**src/rtl/truth_table_sweeper_if.sv**
```systemverilog
// Bundle between the sweeper and its environment: control/results plus the
// vector/response pair that connects to the function under test.
interface truth_table_sweeper_if;
  logic        start;
  logic [15:0] exp_tbl;
  logic        f;
  logic        a;
  logic        b;
  logic        c;
  logic        d;
  logic        busy;
  logic        done;
  logic        pass;
  logic [4:0]  err_count;
  logic        first_err_valid;
  logic [3:0]  first_err_idx;
  logic [15:0] obs_tbl;

  modport slave (
    input  start, exp_tbl, f,
    output a, b, c, d, busy, done, pass, err_count,
           first_err_valid, first_err_idx, obs_tbl
  );

  modport master (
    output start, exp_tbl, f,
    input  a, b, c, d, busy, done, pass, err_count,
           first_err_valid, first_err_idx, obs_tbl
  );
endinterface

```
**src/rtl/truth_table_sweeper.sv**
```systemverilog
// Exhaustive 4-input truth-table sweeper: walks {a,b,c,d} through 0..15,
// samples f after a settle time and scores it against an expected table.
module truth_table_sweeper #(
  parameter int unsigned SETTLE_CYCLES = 2
) (
  input  logic                  clk,
  input  logic                  rst,
  truth_table_sweeper_if.slave  bus
);

  localparam int unsigned IDX_W = 4;
  localparam int unsigned CNT_W = 4;
  localparam int unsigned TBL_W = 16;
  localparam int unsigned ERR_W = 5;

  typedef enum logic [1:0] {IDLE, APPLY, SAMPLE, DONE} state_e;

  state_e             state_q, state_d;
  logic [IDX_W-1:0]   idx_q, idx_d;
  logic [CNT_W-1:0]   cnt_q, cnt_d;
  logic [TBL_W-1:0]   exp_q, exp_d;
  logic [TBL_W-1:0]   obs_q, obs_d;
  logic [ERR_W-1:0]   err_q, err_d;
  logic [IDX_W-1:0]   fei_q, fei_d;
  logic               fev_q, fev_d;
  logic               busy_q, busy_d;
  logic               done_q, done_d;
  logic               pass_q, pass_d;

  always_ff @(posedge clk) begin
    if (rst) begin
      state_q <= IDLE;
      idx_q   <= '0;
      cnt_q   <= '0;
      exp_q   <= '0;
      obs_q   <= '0;
      err_q   <= '0;
      fei_q   <= '0;
      fev_q   <= 1'b0;
      busy_q  <= 1'b0;
      done_q  <= 1'b0;
      pass_q  <= 1'b0;
    end else begin
      state_q <= state_d;
      idx_q   <= idx_d;
      cnt_q   <= cnt_d;
      exp_q   <= exp_d;
      obs_q   <= obs_d;
      err_q   <= err_d;
      fei_q   <= fei_d;
      fev_q   <= fev_d;
      busy_q  <= busy_d;
      done_q  <= done_d;
      pass_q  <= pass_d;
    end
  end

  always_comb begin
    state_d = state_q;
    idx_d   = idx_q;
    cnt_d   = cnt_q;
    exp_d   = exp_q;
    obs_d   = obs_q;
    err_d   = err_q;
    fei_d   = fei_q;
    fev_d   = fev_q;
    busy_d  = busy_q;
    done_d  = 1'b0;
    pass_d  = pass_q;

    unique case (state_q)
      IDLE: begin
        if (bus.start) begin
          state_d = APPLY;
          idx_d   = '0;
          cnt_d   = '0;
          exp_d   = bus.exp_tbl;
          obs_d   = '0;
          err_d   = '0;
          fei_d   = '0;
          fev_d   = 1'b0;
          pass_d  = 1'b0;
          busy_d  = 1'b1;
        end
      end
      APPLY: begin
        cnt_d = cnt_q + CNT_W'(1);
        if (cnt_q == CNT_W'(SETTLE_CYCLES - 1)) begin
          state_d = SAMPLE;
        end
      end
      SAMPLE: begin
        obs_d[idx_q] = bus.f;
        if (bus.f != exp_q[idx_q]) begin
          err_d = err_q + ERR_W'(1);
          if (!fev_q) begin
            fei_d = idx_q;
            fev_d = 1'b1;
          end
        end
        // Last vector: vector stays at 1111, results become final here.
        if (idx_q == IDX_W'(TBL_W - 1)) begin
          state_d = DONE;
          busy_d  = 1'b0;
          done_d  = 1'b1;
          pass_d  = (err_d == '0);
        end else begin
          idx_d   = idx_q + IDX_W'(1);
          cnt_d   = '0;
          state_d = APPLY;
        end
      end
      DONE: begin
        state_d = IDLE;
      end
      default: begin
        state_d = IDLE;
      end
    endcase
  end

  assign bus.a               = idx_q[3];
  assign bus.b               = idx_q[2];
  assign bus.c               = idx_q[1];
  assign bus.d               = idx_q[0];
  assign bus.busy            = busy_q;
  assign bus.done            = done_q;
  assign bus.pass            = pass_q;
  assign bus.err_count       = err_q;
  assign bus.first_err_valid = fev_q;
  assign bus.first_err_idx   = fei_q;
  assign bus.obs_tbl         = obs_q;

endmodule

```
**src/flat_wrapper.sv**
```systemverilog
// flat-port wrapper written by rule: the top's interface ports become plain ports
module truth_table_sweeper_flat 
#(
  parameter int unsigned SETTLE_CYCLES = 2
)
  (clk, rst, bus_start, bus_exp_tbl, bus_f, bus_a, bus_b, bus_c, bus_d, bus_busy, bus_done, bus_pass, bus_err_count, bus_first_err_valid, bus_first_err_idx, bus_obs_tbl);
  truth_table_sweeper_if bus_i ();
  input  logic clk;
  input  logic rst;
  input wire logic [$bits(bus_i.start)-1:0] bus_start;
  input wire logic [$bits(bus_i.exp_tbl)-1:0] bus_exp_tbl;
  input wire logic [$bits(bus_i.f)-1:0] bus_f;
  output wire logic [$bits(bus_i.a)-1:0] bus_a;
  output wire logic [$bits(bus_i.b)-1:0] bus_b;
  output wire logic [$bits(bus_i.c)-1:0] bus_c;
  output wire logic [$bits(bus_i.d)-1:0] bus_d;
  output wire logic [$bits(bus_i.busy)-1:0] bus_busy;
  output wire logic [$bits(bus_i.done)-1:0] bus_done;
  output wire logic [$bits(bus_i.pass)-1:0] bus_pass;
  output wire logic [$bits(bus_i.err_count)-1:0] bus_err_count;
  output wire logic [$bits(bus_i.first_err_valid)-1:0] bus_first_err_valid;
  output wire logic [$bits(bus_i.first_err_idx)-1:0] bus_first_err_idx;
  output wire logic [$bits(bus_i.obs_tbl)-1:0] bus_obs_tbl;
  assign bus_i.start = bus_start;
  assign bus_i.exp_tbl = bus_exp_tbl;
  assign bus_i.f = bus_f;
  assign bus_a = bus_i.a;
  assign bus_b = bus_i.b;
  assign bus_c = bus_i.c;
  assign bus_d = bus_i.d;
  assign bus_busy = bus_i.busy;
  assign bus_done = bus_i.done;
  assign bus_pass = bus_i.pass;
  assign bus_err_count = bus_i.err_count;
  assign bus_first_err_valid = bus_i.first_err_valid;
  assign bus_first_err_idx = bus_i.first_err_idx;
  assign bus_obs_tbl = bus_i.obs_tbl;
  truth_table_sweeper #(.SETTLE_CYCLES(SETTLE_CYCLES)) u_core (.clk(clk), .rst(rst), .bus(bus_i));
endmodule
```
**config.mk**
```make
export PLATFORM = sky130hd
export DESIGN_NAME = truth_table_sweeper_flat
export DESIGN_NICKNAME = d
export VERILOG_FILES = /design/src/rtl/truth_table_sweeper_if.sv /design/src/rtl/truth_table_sweeper.sv /design/src/flat_wrapper.sv
export SDC_FILE = /design/constraint.sdc
export NUM_CORES = 1
export LEC_CHECK = 0
export ABC_AREA = 1
export CELL_PAD_IN_SITES_DETAIL_PLACEMENT = 2
export CELL_PAD_IN_SITES_GLOBAL_PLACEMENT = 2
export CORE_MARGIN = 5
export CORE_UTILIZATION = 28
export CTS_CLUSTER_SIZE = 16
export DETAILED_ROUTE_END_ITERATION = 7
export GPL_ROUTABILITY_DRIVEN = 0
export PLACE_DENSITY = 0.76
export SETUP_SLACK_MARGIN = 0.2
export SLEW_MARGIN = 30
export SYNTH_ARGS = -nofsm -noshare
export SYNTH_HDL_FRONTEND = slang
export SYNTH_SLANG_ARGS = --single-unit
```
**constraint.sdc**
```tcl
create_clock -name clk -period 2.1 [get_ports clk]
set_input_delay 0.21 -clock clk [delete_from_list [all_inputs] [get_ports clk]]
set_output_delay 0.21 -clock clk [all_outputs]
set_load 0.01 [all_outputs]
```
Word level (Yosys, flattened, before mapping):

Cells that the tools add are included.

* flip-flop bits (word level): 55
* bits of input ports: 20
* output and inout port bits: 33
* logic and storage cells: 75

* add/subtract/negate cells: 3
* order comparisons: 2
* equality and inequality tests: 12
* multiplexer cells: 32
* bitwise logic cells: 1
* reductions and logical operators: 14

Operators by type and width (count)
* $pmux W16 S2: 1
* $mux W4: 5
* $bwmux W16: 1
* $mux W16: 1
* $pmux W4 S2: 2
* $mux W5: 3
* $pmux W4 S3: 1
* $reduce_and A3 Y1: 4
* $pmux W5 S2: 1
* $add A4 B1 Y4 const B: 2
* $mux W1: 8
* $pmux W2 S4: 1
* $mux W2: 3
* $ne A2 B1 Y1 const B: 3
* $ne A2 B2 Y1 const B: 3
* $pmux W1 S2: 3
* $reduce_and A2 Y1: 3
* $add A5 B1 Y5 const B: 1
* $logic_not A5 Y1: 1
* $lt A4 B5 Y1 const B: 1
* $bmux W1 S4: 1
* $demux W1 S4: 1
* $eq A2 B2 Y1 const B: 2
* $eq A4 B1 Y1 const B: 1
* other kinds (11): 11

Longest topological paths before layout:

* word-level depth: 8
* mapped depth: 17

Worst setup path after synthesis:

No wires, ideal clock.

* kind: register -> register
* start point: register u_core.idx_q[0]
* end point: register u_core.fei_q[0], in the netlist u_core.bus.first_err_idx[0]
* setup time: 0.113 ns
* arrival time: 1.556 ns
* data required time: 1.987 ns
* slack: 0.430 ns
* cell stages (with the launch flop): 18
* clock period less this slack: 1.670 ns
* cells stage by stage: dfxtp_1 buf_6 inv_6 buf_12 nand2_1 nand3_1 nand2_1 nand2_1 nand2_2 inv_1 nand2_2 nand2_2 nand2_2 nand2_2 nand2_4 inv_2 nor2_1 nor2_1

* longest elaborated chain between the ends: 5

RTL lines
* start: declaration: RTL line truth_table_sweeper.sv:19 `logic [IDX_W-1:0] idx_q, idx_d;`
* start signal: assignment: RTL line truth_table_sweeper.sv:45 `idx_q <= idx_d;`
* $bmux W1 S4: RTL line truth_table_sweeper.sv:94 `if (bus.f != exp_q[idx_q]) begin`
* $mux W1 (not written as such): RTL line truth_table_sweeper.sv:94
* $ne A1 B1 Y1: RTL line truth_table_sweeper.sv:94
* $ne A2 B1 Y1 (no line)
* $reduce_and A4 Y1 (no line)
* end signal: assignment: RTL line truth_table_sweeper.sv:50 `fei_q <= fei_d;`
* end: declaration: RTL line truth_table_sweeper.sv:24 `logic [IDX_W-1:0] fei_q, fei_d;`

Parallel ways exist; a longest one is shown, timed or not. The select of a mux whose other input is x is not followed.
A chain may end at the register's enable or synchronous reset.

Worst setup path after layout:

* start point: register u_core.idx_q[0]
* end point: register u_core.fei_q[3], in the netlist u_core.bus.first_err_idx[3]

* longest elaborated chain between the ends: 5

RTL lines (RTL line)
* $bmux W1 S4: truth_table_sweeper.sv:94
* $mux W1 (not written as such): truth_table_sweeper.sv:94
* $ne A1 B1 Y1: truth_table_sweeper.sv:94
* $ne A2 B1 Y1 (no line)
* $reduce_and A4 Y1 (no line)

Every way passes these cells. The select of a mux whose other input is x is not followed.

==> impl_metrics.env <==
export IMPL_portBuffers=52
export IMPL_yosysSeqAreaShare_pct=41.84
export IMPL_worstMarginPinSlew_ns=0.6228
export IMPL_design_core_area_um2=9196
export IMPL_pwr_share_clk_pct=28.0
export IMPL_skew_ns=0.008001
export IMPL_rsz0062_at_grt="yes"
export IMPL_cts_tree="built"
export IMPL_syn_area_per_cell_um2=7.189
export IMPL_finalNonFillerCells=534
export IMPL_drt_pass1_iterations=3
export IMPL_layout_nets=450
export IMPL_grt_pass1_wl_mm=14.26
export IMPL_min_period_over_period_pct=83.49
export IMPL_cp_start_kind="flip-flop"
export IMPL_regArea_um2=1109
export IMPL_core_rowCount=35
export IMPL_hold_class="flip-flop to flip-flop"
export IMPL_finalSetupViolCount=0
export IMPL_drtAntennaViolNets=0
export IMPL_clock_sinks=55
export IMPL_antenna_found_initial=0
export IMPL_grt_ovfl_total=0
export IMPL_via_per_inst=4.858
export IMPL_initial_core_util_pct=28.61
export IMPL_multi_input_area_um2=1319
export IMPL_drive_gt1_share_pct=13.24
export IMPL_p_switching_uw=652.2
export IMPL_wl_per_cell_um=15.95
export IMPL_crit_fanout=12
export IMPL_peakVddDrop_v=0.0002493
export IMPL_fmax_mhz=570.3
export IMPL_holdBufCountCts=0
export IMPL_drt_iter0_drc=58
export IMPL_crit_type="flip-flop to flip-flop"
export IMPL_syn_area_um2=2631
export IMPL_ys_warnings_count=0
export IMPL_ys_seq_elements=55
export IMPL_dieArea_um2=11440
export IMPL_comb_power_share_pct=20.4
export IMPL_slew_headroom_pct=58.44
export IMPL_diodes=0
export IMPL_endpoint_kind="flip-flop"
export IMPL_fin_crit_ns=1.753
export IMPL_ys_types=29
export IMPL_nFillCells=1074
export IMPL_clk_latency_ns=0.31
export IMPL_drv_cap=0
export IMPL_cts_root_buffer="clkbuf_8"
export IMPL_async_flop_share_pct=0
export IMPL_cts_buffers=5
export IMPL_htree_levels=2
export IMPL_drc_errors=0
export IMPL_p_sw_share_pct=29.76
export IMPL_path_clk_slew_ns=0.10
export IMPL_grt_usage_pct=15.41
export IMPL_power_uw=2192
export IMPL_dp_cells=524
export IMPL_power_share_sequential_pct=51.6
export IMPL_p_leak_uw=0.001351
export IMPL_num_vias=2594
export IMPL_synth_edf_count=0
export IMPL_grt_pass1_vias=2818
export IMPL_ys_flop_type="dfxtp_1"
export IMPL_grt_max_degree=31
export IMPL_fp_dieW_um=106.9
export IMPL_syn_nets=393
export IMPL_intPower_uw=1540
export IMPL_status="completed"
export IMPL_area_delta_synth_final_pct=31.91
export IMPL_tns_ns=0
export IMPL_routed_wirelength_mm=8.518
export IMPL_final_hold_viol_count=0
export IMPL_arrival_ns=1.96
export IMPL_clockBufferDepth=2
export IMPL_die_y_um=106.9
export IMPL_required_ns=2.31
export IMPL_io_pins=53
export IMPL_slew_viol_final=0
export IMPL_dpl_hpwl_mm=6.337
export IMPL_pwr_density_cell_nw_per_um2=631.5
export IMPL_syn_inst=366
-- synthesized netlist by cell type (all sizes together), types with 4 or more instances --
| library cell | number | area share, % |
|---|---|---|
| nand3 | 25 | 4.8 |
| dfxtp | 55 | 42 |
| inv | 43 | 6.3 |
| clkbuf | 7 | 1.0 |
| ha | 7 | 3.3 |
| a21oi | 45 | 9.0 |
| nor2 | 41 | 6.0 |
| a211oi | 9 | 2.6 |
| o21ai | 32 | 6.1 |
| buf | 8 | 2.2 |
| nor3 | 4 | 0.76 |
| nand2 | 80 | 13 |
-- state kept, by name (all words and copies together), names as in the netlist --
name	count
u_core.bus.obs_tbl	16
u_core.exp_q	16
u_core.bus.err_count	5
u_core.bus.first_err_idx	4
u_core.cnt_q	4
u_core.idx_q	4
u_core.state_q	2
u_core.bus.busy	1
u_core.bus.done	1
u_core.bus.first_err_valid	1
u_core.bus.pass	1
-- power groups by stage --
stage          Sequential, µW  Combinational [µW]  Clock [µW]
3_3_place_gp             1150                 411           0
2_1_floorplan            1160                 263           0
5_1_grt                  1140                 507         675
6_report                 1130                 447         613
4_1_cts                  1130                 427         635
3_5_place_dp             1160                 423           0
-- timing repair --
item | CTS | global route
resized for setup | 0 | 21
setup endpoints to repair | 0 | 18
setup buffers | 0 | 2
-- worst max-delay path: stages, from the launching register on --
cell and delay (ns):
dfxtp_4 0.41, buf_12 0.13, inv_8 0.05, nand2_1 0.08, nand3_2 0.08, nand2_1 0.08
nand2_2 0.05, nand2_2 0.11, inv_2 0.04, nand2_2 0.10, nand2_2 0.08, nand2_4 0.10
nand2_2 0.06, nand2_4 0.08, inv_2 0.05, nor2_1 0.08, nor2_1 0.05
-- path summary, 6_finish.rpt --
check	endpoint	slack, ns	startpoint	cells after the start
setup / recovery	u_core.bus.first_err_idx[3]	0.35	u_core.idx_q[0]	16
hold reg to reg	u_core.exp_q[13]	0.46	u_core.exp_q[13]	2
setup reg to reg	u_core.bus.first_err_idx[3]	0.35	u_core.idx_q[0]	16
hold / removal	u_core.exp_q[13]	0.46	u_core.exp_q[13]	2
-- cell type report --
cell class | count | share of cell area [%]
Inverter | 43 | 4.867
Timing Repair Buffer | 65 | 18.67
Clock inverter | 1 | 0.1442
Multi-Input combinational cell | 253 | 38.00
Sequential cell | 55 | 31.94
Tap cell | 111 | 4.001
Clock buffer | 6 | 2.379
-- per-layer routing --
layer	wire (µm)	part of all wire (%)	track usage, %	vias to the layer above
li1	-	-	-	1310
met1	4238	50	21.41	1246
met2	4067	48	25.63	33
met3	169	2.0	2.288	5
met4	43	0.50	2.740	0
met5	0	0	0	-
-- cell usage in the layout, fill, tap and decap left out, types with 9 or more instances in the layout --
| cell | synthesis | final |
|---|---|---|
| inv_1 | 36 | 36 |
| nand2_2 | 9 | 11 |
| nand3_1 | 25 | 24 |
| a211oi_1 | 9 | 9 |
| a21oi_1 | 42 | 42 |
| clkdlybuf4s50_1 | 0 | 52 |
| o21ai_0 | 20 | 20 |
| nor2_1 | 39 | 36 |
| o21ai_1 | 12 | 12 |
| nand2_1 | 69 | 65 |
| dfxtp_1 | 55 | 51 |
| buf_4 | 0 | 11 |
-- through the flow --
step / cell area (µm²) / util (%) / worst slack, ns / hold slack, ns
4_1_cts: 3368 / 36.63 / 0.2021 / 0.4651
3_3_place_gp: 3281 / 35.67 / 0.2805 / 0.4424
2_1_floorplan: 2631 / - / 0.4305 / 0.3358
5_1_grt: 3471 / 37.74 / 0.1723 / 0.4813
3_5_place_dp: 3281 / 35.67 / 0.2337 / 0.4502
6_report: 3471 / 37.74 / 0.3467 / 0.4608
-- kinds of logic (layout without fill, tap and decap cells) --
family                   after synthesis  count (layout)  share of synthesized area [%]
adder cells (fa/ha/maj)                7               7                          3.328
buffers and inverters                 58             115                          9.558
AO/OA/AOI/OAI                         92              92                          19.64
AND/OR/NAND/NOR                      151             151                          24.63
XOR/XNOR                               3               3                         0.9988
flip-flops                            55              55                          41.85
No activity file was read; power rests on OpenSTA's default activity.
